**src/rtl/ks_pkg.sv**
```systemverilog
// Shared constants and types for the 16-bit Kogge-Stone adder pipeline.
// Used by the pg pre-stage, the prefix layers and the final sum stage.
package ks_pkg;

    localparam int KS_W    = 16;
    localparam int KS_SPAN = 8;

    // Stage-1 payload of the sum stage: fully-combined P/G plus what the sum needs.
    typedef struct packed {
        logic [KS_W-1:0] p;
        logic [KS_W-1:0] g;
        logic [KS_W-1:0] hs;
        logic            cin;
    } ks_s1_t;

    // Carry into every bit given prefix P/G spanning down to bit 0.
    function automatic logic [KS_W-1:0] ks_carries(
        input logic [KS_W-1:0] p,
        input logic [KS_W-1:0] g,
        input logic            cin
    );
        logic [KS_W-1:0] c;
        c[0] = cin;
        for (int i = 1; i < KS_W; i++) begin
            c[i] = g[i-1] | (p[i-1] & cin);
        end
        return c;
    endfunction

endpackage

```
**src/rtl/ks_pg_cell.sv**
```systemverilog
// Kogge-Stone black cell: merges a high group (pi,gi) with a lower group (pj,gj).
// Latency: combinational.
// Backpressure: none, pure logic.
module ks_pg_cell (
    input  logic pi,
    input  logic gi,
    input  logic pj,
    input  logic gj,
    output logic po,
    output logic go
);

    assign po = pi & pj;
    assign go = gi | (pi & gj);

endmodule

```
**src/rtl/ks16_sum_stage.sv**
```systemverilog
// Final distance-8 prefix combine plus carry/sum formation of the 16-bit KS adder.
// Latency: 2 cycles (stage-1 register, output register), 1 beat/cycle.
// Backpressure: skid-free valid/ready; in_ready falls only when both stages hold beats and out_ready is low.
module ks16_sum_stage
    import ks_pkg::*;
#(
    parameter int W    = KS_W,
    parameter int SPAN = KS_SPAN
) (
    input  logic         clk,
    input  logic         rst,
    input  logic         in_valid,
    output logic         in_ready,
    input  logic [W-1:0] grp_p,
    input  logic [W-1:0] grp_g,
    input  logic [W-1:0] half_sum,
    input  logic         cin,
    output logic         out_valid,
    input  logic         out_ready,
    output logic [W-1:0] out_sum,
    output logic         out_cout
);

    logic         adv1;
    logic         adv2;
    logic         s1_valid;
    ks_s1_t       s1_dat;
    ks_s1_t       s1_nxt;
    logic [W-1:0] p8;
    logic [W-1:0] g8;
    logic [W-1:0] carry;
    logic [W-1:0] sum_nxt;
    logic         cout_nxt;

    assign adv2     = !out_valid || out_ready;
    assign adv1     = !s1_valid || adv2;
    assign in_ready = adv1;

    // Low half already spans down to bit 0; feeding an identity partner keeps all 16 cells uniform.
    for (genvar i = 0; i < W; i++) begin : g_d8
        if (i >= SPAN) begin : g_cell
            ks_pg_cell u_cell (
                .pi (grp_p[i]),
                .gi (grp_g[i]),
                .pj (grp_p[i-SPAN]),
                .gj (grp_g[i-SPAN]),
                .po (p8[i]),
                .go (g8[i])
            );
        end else begin : g_pass
            ks_pg_cell u_cell (
                .pi (grp_p[i]),
                .gi (grp_g[i]),
                .pj (1'b1),
                .gj (1'b0),
                .po (p8[i]),
                .go (g8[i])
            );
        end
    end

    always_comb begin
        s1_nxt     = '0;
        s1_nxt.p   = p8;
        s1_nxt.g   = g8;
        s1_nxt.hs  = half_sum;
        s1_nxt.cin = cin;
    end

    always_ff @(posedge clk) begin
        if (rst) begin
            s1_valid <= 1'b0;
        end else if (adv1) begin
            s1_valid <= in_valid;
        end
    end

    always_ff @(posedge clk) begin
        if (!rst && in_valid && adv1) begin
            s1_dat <= s1_nxt;
        end
    end

    always_comb begin
        carry    = ks_carries(s1_dat.p, s1_dat.g, s1_dat.cin);
        sum_nxt  = s1_dat.hs ^ carry;
        cout_nxt = s1_dat.g[W-1] | (s1_dat.p[W-1] & s1_dat.cin);
    end

    // Output registers hold while stalled so the consumer sees a stable beat.
    always_ff @(posedge clk) begin
        if (rst) begin
            out_valid <= 1'b0;
            out_sum   <= '0;
            out_cout  <= 1'b0;
        end else begin
            if (adv2) begin
                out_valid <= s1_valid;
            end
            if (s1_valid && adv2) begin
                out_sum  <= sum_nxt;
                out_cout <= cout_nxt;
            end
        end
    end

endmodule
```
**config.mk**
```make
export PLATFORM = sky130hd
export DESIGN_NAME = ks16_sum_stage
export DESIGN_NICKNAME = d
export VERILOG_FILES = /design/src/rtl/ks_pkg.sv /design/src/rtl/ks_pg_cell.sv /design/src/rtl/ks16_sum_stage.sv
export SDC_FILE = /design/constraint.sdc
export NUM_CORES = 1
export LEC_CHECK = 0
export ABC_CLOCK_PERIOD_IN_PS = 3400
export BUFFER_PORTS_ARGS = -buffer_cell sky130_fd_sc_hd__buf_2
export CAP_MARGIN = 20
export CORE_MARGIN = 2
export CORE_UTILIZATION = 55
export DETAILED_ROUTE_END_ITERATION = 12
export GPL_ROUTABILITY_DRIVEN = 0
export PLACE_DENSITY = 0.84
export SYNTH_ARGS = -nofsm -noshare
export SYNTH_HDL_FRONTEND = slang
export SYNTH_SLANG_ARGS = --single-unit
```
**constraint.sdc**
```tcl
create_clock -name clk -period 3.4 [get_ports clk]
set_input_delay 0.34 -clock clk [delete_from_list [all_inputs] [get_ports clk]]
set_output_delay 0.34 -clock clk [all_outputs]
set_load 0.01 [all_outputs]
```
==> metrics.md, run 1 <==
| Metric | Value |
|---|---|
| Clock-pin transition on the worst setup and hold timing paths | 0.07 ns |
| Status | finished clean |
| CP Launch Type | flop |
| Most frequent cells in the layout | 71 x buf_2, 49 x edfxtp_1, 19 x dfxtp_1 |
| Syn Inst Count | 150 |
| I/O Pins | 72 |
| Starting density of the core | 57.28% |
| Multi-input logic area | 611.8 sq um |
| Initial DRC count | 64 |
| Port bufs | 71 |
| Hold path start | half_sum[4] |
| Drt pass-1 iters | 4 |
| Clk_lat worst skew | 0.32 ns |
| Final antenna-violating net count | 0 |
| Maximum VDD drop | 0.4744 mV |
| Post-synthesis sequential area ratio | 73.74% |
| Die height | 71.57 um |
| WP buf/inv | 0 |
| Core Box Area | 0.004384 sq mm |
| Routed WL per cell | 14.79 um |
| Arrival @ worst endpoint | 1.81 ns |
| Period minus WS final | 1.865 ns |
| Most common cell after layout, fill and taps aside | buf_2 |
| Reg2Reg Setup Slack | 1.54 ns |
| Post-Syn Area | 0.002511 sq mm |
| Final hold vios | 0 |
| Mapped Avg Cell Area | 16.74 sq um |
| # diodes | 0 |
| Total global routing track utilization | 18.31% |
| # setup viols final | 0 |
| Skew final | 0.005457 ns |
| Setup TNS | 0 ns |
| Syn. warnings | 0 |
| Nets | 280 |
| Crit Path Category | reg2reg |
| Post-layout util | 70.41% |
| Layout area overhead | 22.92% |
| Share of cells above drive strength 1 | 42.67% |
| Critical-path top delay cell | and3b_2 |
| Maximum clock frequency | 536.2 MHz |
| Die W | 71.57 um |
| Min-Delay Endpoint | s1_dat[5]$_DFFE_PP_ |
| Library cells used by synthesis | 18 |
| FILL cells | 312 |
| Die footprint | 0.005122 sq mm |
| Max cap viols | 0 |
| Worst path top cell family by delay | simple AND/OR/NAND/NOR gates |
| Critical path, cell by cell | nor2b_4 > nand2_1 > and3b_2 |
| Largest net degree at the start of global routing | 50 |
| Global route overflow | 0 |
| Required time worst endpoint | 3.34 ns |
| Max stage delay on crit path | 0.90 ns |
| Reg-to-Reg Start | out_valid$_SDFFE_PP0N_ |
| HPWL Detailed | 2.828 mm |
| RSZ-0062 raised after global routing | false |
| Measured slew at the worst slew-check pin | 1.057 ns |
| Fin. max-slew vios | 0 |
| Vias in the first global route | 1473 |
| Row count | 24 |
| Lkg Pwr | 1.238 nW |
| Power per cell area | 561.1 mW/mm^2 |
| Hold Path Depth | 1 |
| Setup bufs post-CTS | 0 |
| CTS tree | yes |
| Slew HR | 29.56% |
| Placed Instances | 268 |
| WL final | 4.201 mm |
| CTS Hold Bufs | 0 |
| Total CTS buffers | 9 |
| Initial antenna violation count | 0 |
| Mapped Nets | 203 |
| Design area | 0.003087 sq mm |
| HP Class | in2reg |
| Via count | 1464 |
| # clock sinks | 68 |
| H-Tree Depth | 3 |
| WHS | 0.1880 ns |
| Fin cells | 284 |
| Post_cts resized | 0 |
| Placed Area | 0.002884 sq mm |
| Post-route clock period utilization | 54.85% |
| Max Buffers Root-to-Sink | 2 |
| Worst reg2reg path depth | 3 |
| DR vias/cell | 5.155 |
| Yosys reg bits | 68 |
| Largest fanout on the critical path | 49 |
| Critical path endpoint category | flop |
| Post-route DRC | 0 |
| Worst r2r dst | s1_dat[2]$_DFFE_PP_ |
| Flip-flop and latch area | 0.001852 sq mm |
| First-pass GRT wire length | 6.775 mm |
| Root buffer cell | clkbuf_8 |
## per-layer routing
metal	global-route usage (%)	vias up	share of wire (%)
met5	0	-	0
li1	-	721	-
met1	20.70	692	40
met3	5.345	7	4.7
met4	10.90	0	2.5
met2	30.76	44	53
## power by group
| group | switching [mW] | internal [mW] | leakage (nW) |
|---|---|---|---|
| combinational | 0.0591 | 0.0627 | 0.516 |
| sequential | 0.0208 | 0.933 | 0.619 |
| clock | 0.280 | 0.377 | 0.102 |
| total | 0.360 | 1.37 | 1.24 |
## worst max-delay path by stage
stage	startpoint	end	slack (ns)	depth (start not counted)
final	out_valid$_SDFFE_PP0N_	s1_dat[2]$_DFFE_PP_	1.54	3
after global routing	out_valid$_SDFFE_PP0N_	s1_dat[32]$_DFFE_PP_	1.42	3
after CTS	out_valid$_SDFFE_PP0N_	s1_dat[41]$_DFFE_PP_	1.50	3
after detailed placement	out_ready	s1_dat[13]$_DFFE_PP_	1.48	4
after global placement	out_ready	s1_dat[35]$_DFFE_PP_	1.54	4
after floorplan	out_valid$_SDFFE_PP0N_	carry[0]$_DFFE_PP_	1.12	3
## cells by family after synthesis
logic type	share of synthesized area, %
AO/OA/AOI/OAI	13.95
XOR/XNOR	5.580
buffers and inverters	1.943
flip-flops	73.74
AND/OR/NAND/NOR	4.783
## worst register-to-register path, delay by kind of cell, from the launching register on
kind             cells  cell delay [ns]
flip-flops           1             0.34
AND/OR/NAND/NOR      3             1.12
## cells in the mapped netlist, drive strengths merged
| cell type | instances | area (sq um) |
|---|---|---|
| edfxtp | 49 | 1471 |
| nor3b | 1 | 18.77 |
| nand2b | 1 | 13.76 |
| nor2b | 1 | 13.76 |
| a311oi | 2 | 17.52 |
| xnor2 | 16 | 140.1 |
| and3b | 1 | 8.760 |
| nand2 | 1 | 3.750 |
| a21oi | 20 | 141.4 |
| buf | 5 | 48.79 |
| dfxtp | 19 | 380.4 |
| a22o | 15 | 131.4 |
| and2 | 8 | 50.05 |
| a21o | 8 | 60.06 |
| nor2 | 3 | 11.26 |
## sequential cells by signal, summed over array words and instances (netlist names)
register	count
out_cout	1
out_valid	1
out_sum	16
s1_valid	1
carry	1
s1_dat	48
## stage by stage
| step | power, mW | setup slack, ns |
|---|---|---|
| CTS | 1.744 | 1.502 |
| floorplan | 1.038 | 1.116 |
| detailed placement | 1.096 | 1.478 |
| global route | 1.797 | 1.418 |
| global placement | 1.090 | 1.537 |
| finish | 1.732 | 1.535 |
## final cells by class
class / count / area share (%)
Sequential cell: 68 / 59.99
Multi-Input combinational cell: 77 / 19.82
Timing Repair Buffer: 71 / 11.51
Clock buffer: 12 / 5.026
Tap cell: 52 / 2.108
Clock inverter: 4 / 1.540
Power figures use the tool's default switching activity.
==> run 2, diff against run 1 <==
- ABC_CLOCK_PERIOD_IN_PS: 3400 -> 1800
- CORE_UTILIZATION: 55 -> 51
- PLACE_DENSITY: 0.84 -> 0.79
- clock period: 3.4 -> 1.8 ns (I/O delays scaled with it)
==> metrics.md, run 2 (synthesis gave the netlist of run 1 again) <==
| Metric | Value |
|---|---|
| Worst r2r dst | s1_dat[20]$_DFFE_PP_ |
| Reg-to-Reg Start | out_valid$_SDFFE_PP0N_ |
| Post-route clock period utilization | 78.03% |
| Most frequent cells in the layout | 71 x buf_2, 49 x edfxtp_1, 19 x dfxtp_1 |
| # clock sinks | 68 |
| Max stage delay on crit path | 0.38 ns |
| CTS tree | yes |
| CP startpoint | out_valid$_SDFFE_PP0N_ |
| Max FFs per register | 48 |
| CTS Hold Bufs | 0 |
| Max cap viols | 0 |
| Required time worst endpoint | 1.86 ns |
| Root buffer cell | clkbuf_8 |
| Slew HR | 67.84% |
| Die footprint | 0.005501 sq mm |
| Lkg Pwr | 1.264 nW |
| Setup TNS | 0 ns |
| Port bufs | 71 |
| Hold path start | half_sum[7] |
| Period minus WS final | 1.405 ns |
| Vias in the first global route | 1440 |
| Post_cts resized | 0 |
| Drt pass-1 iters | 6 |
| Initial DRC count | 57 |
| Die W | 74.17 um |
| Fin. max-slew vios | 0 |
| Final hold vios | 0 |
| Status | finished clean |
| Share of cells above drive strength 1 | 43.22% |
| Max Buffers Root-to-Sink | 2 |
| Max Used Layer | met4 |
| Reg2Reg Setup Slack | 0.40 ns |
| Maximum clock frequency | 711.9 MHz |
| Initial antenna violation count | 0 |
| Worst reg2reg path depth | 4 |
| Largest net degree at the start of global routing | 50 |
| WL final | 4.106 mm |
| Min-Delay Endpoint | s1_dat[8]$_DFFE_PP_ |
| Layout area overhead | 25.76% |
| Most flops, register | s1_dat |
| RSZ-0062 raised after global routing | false |
| Arrival @ worst endpoint | 1.47 ns |
| Via count | 1480 |
| Global route overflow | 0 |
| I/O Pins | 72 |
| Setup bufs post-CTS | 0 |
| First-pass GRT wire length | 6.361 mm |
| Die height | 74.17 um |
| Most common cell after layout, fill and taps aside | buf_2 |
| # diodes | 0 |
| Power, Total | 3.333 mW |
| Critical path endpoint category | flop |
| Routed WL per cell | 13.55 um |
| H-Tree Depth | 3 |
| HPWL Detailed | 2.836 mm |
| Clock-pin transition on the worst setup and hold timing paths | 0.07 ns |
| Met1 WL | 1.653 mm |
| Met3 Routed Length | 191 um |
| Row count | 25 |
| Critical path, cell by cell | nor2b_4 > nand2_1 > and3b_2 > buf_12 |
| Measured slew at the worst slew-check pin | 0.4813 ns |
| Placed Instances | 287 |
| CP Launch Type | flop |
| Critical-path top delay cell | dfxtp_1 |
| Total global routing track utilization | 16.21% |
| Hold Path Depth | 1 |
| Largest fanout on the critical path | 49 |
| Starting density of the core | 53.17% |
| Post-route DRC | 0 |
| Largest regs | s1_dat x48, out_sum x16 |
| # setup viols final | 0 |
| HP Class | in2reg |
| Maximum VDD drop | 0.5647 mV |
| Total CTS buffers | 9 |
| Nets | 284 |
| Power per cell area | 1056 mW/mm^2 |
| Core Box Area | 0.004723 sq mm |
| DR vias/cell | 4.884 |
| Crit Path Category | reg2reg |
| Met2 wire length | 2.212 mm |
| Clk_lat worst skew | 0.33 ns |
| Skew final | 0.009217 ns |
| Final antenna-violating net count | 0 |
| Fin cells | 303 |
## run 2: power breakdown
group | internal (mW) | leakage [nW] | total (mW) | switching [mW]
combinational | 0.126 | 0.540 | 0.245 | 0.118
clock | 0.761 | 0.105 | 1.30 | 0.535
sequential | 1.76 | 0.619 | 1.79 | 0.0329
total | 2.65 | 1.26 | 3.33 | 0.686
## run 2: worst max path at each step
stage / cells after the start / to / slack (ns)
global route: 4 / s1_dat[18]$_DFFE_PP_ / 0.30
CTS: 4 / s1_dat[18]$_DFFE_PP_ / 0.39
finish: 4 / s1_dat[20]$_DFFE_PP_ / 0.40
detailed placement: 4 / s1_dat[38]$_DFFE_PP_ / 0.40
global placement: 4 / s1_dat[3]$_DFFE_PP_ / 0.45
floorplan: 3 / carry[0]$_DFFE_PP_ / 0.05
## run 2: critical path: cells and delay by family, from the launching register on
kind / cells / cell delay (ns)
simple gates: 3 / 0.54
flops: 1 / 0.38
buf+inv: 1 / 0.20
## run 2: metal layers
metal / track usage (%) / vias up
met5: 0 / -
met2: 28.08 / 45
met3: 5.420 / 4
met1: 17.73 / 702
met4: 8.283 / 0
li1: - / 729
## run 2: cell type report
cell class	instances	area, sq um
clock buffer	13	170.2
clock inverter	3	42.54
fill	337	1565
multi-input combinational	77	611.8
sequential	68	1852
tap	67	83.83
timing repair buffer	75	397.9
## run 2: through the flow
step                      hold WS [ns]  worst slack (ns)  area, sq um  util (%)
final                          0.02168            0.3954         3158     66.86
after global routing        0.00001796            0.3006         3158     66.86
after CTS                     0.002579            0.3870         3158     66.86
after detailed placement        0.3587            0.4027         2945     62.36
after global placement          0.3570            0.4450         2945     62.36
after floorplan                 0.2521           0.04764         2512         -
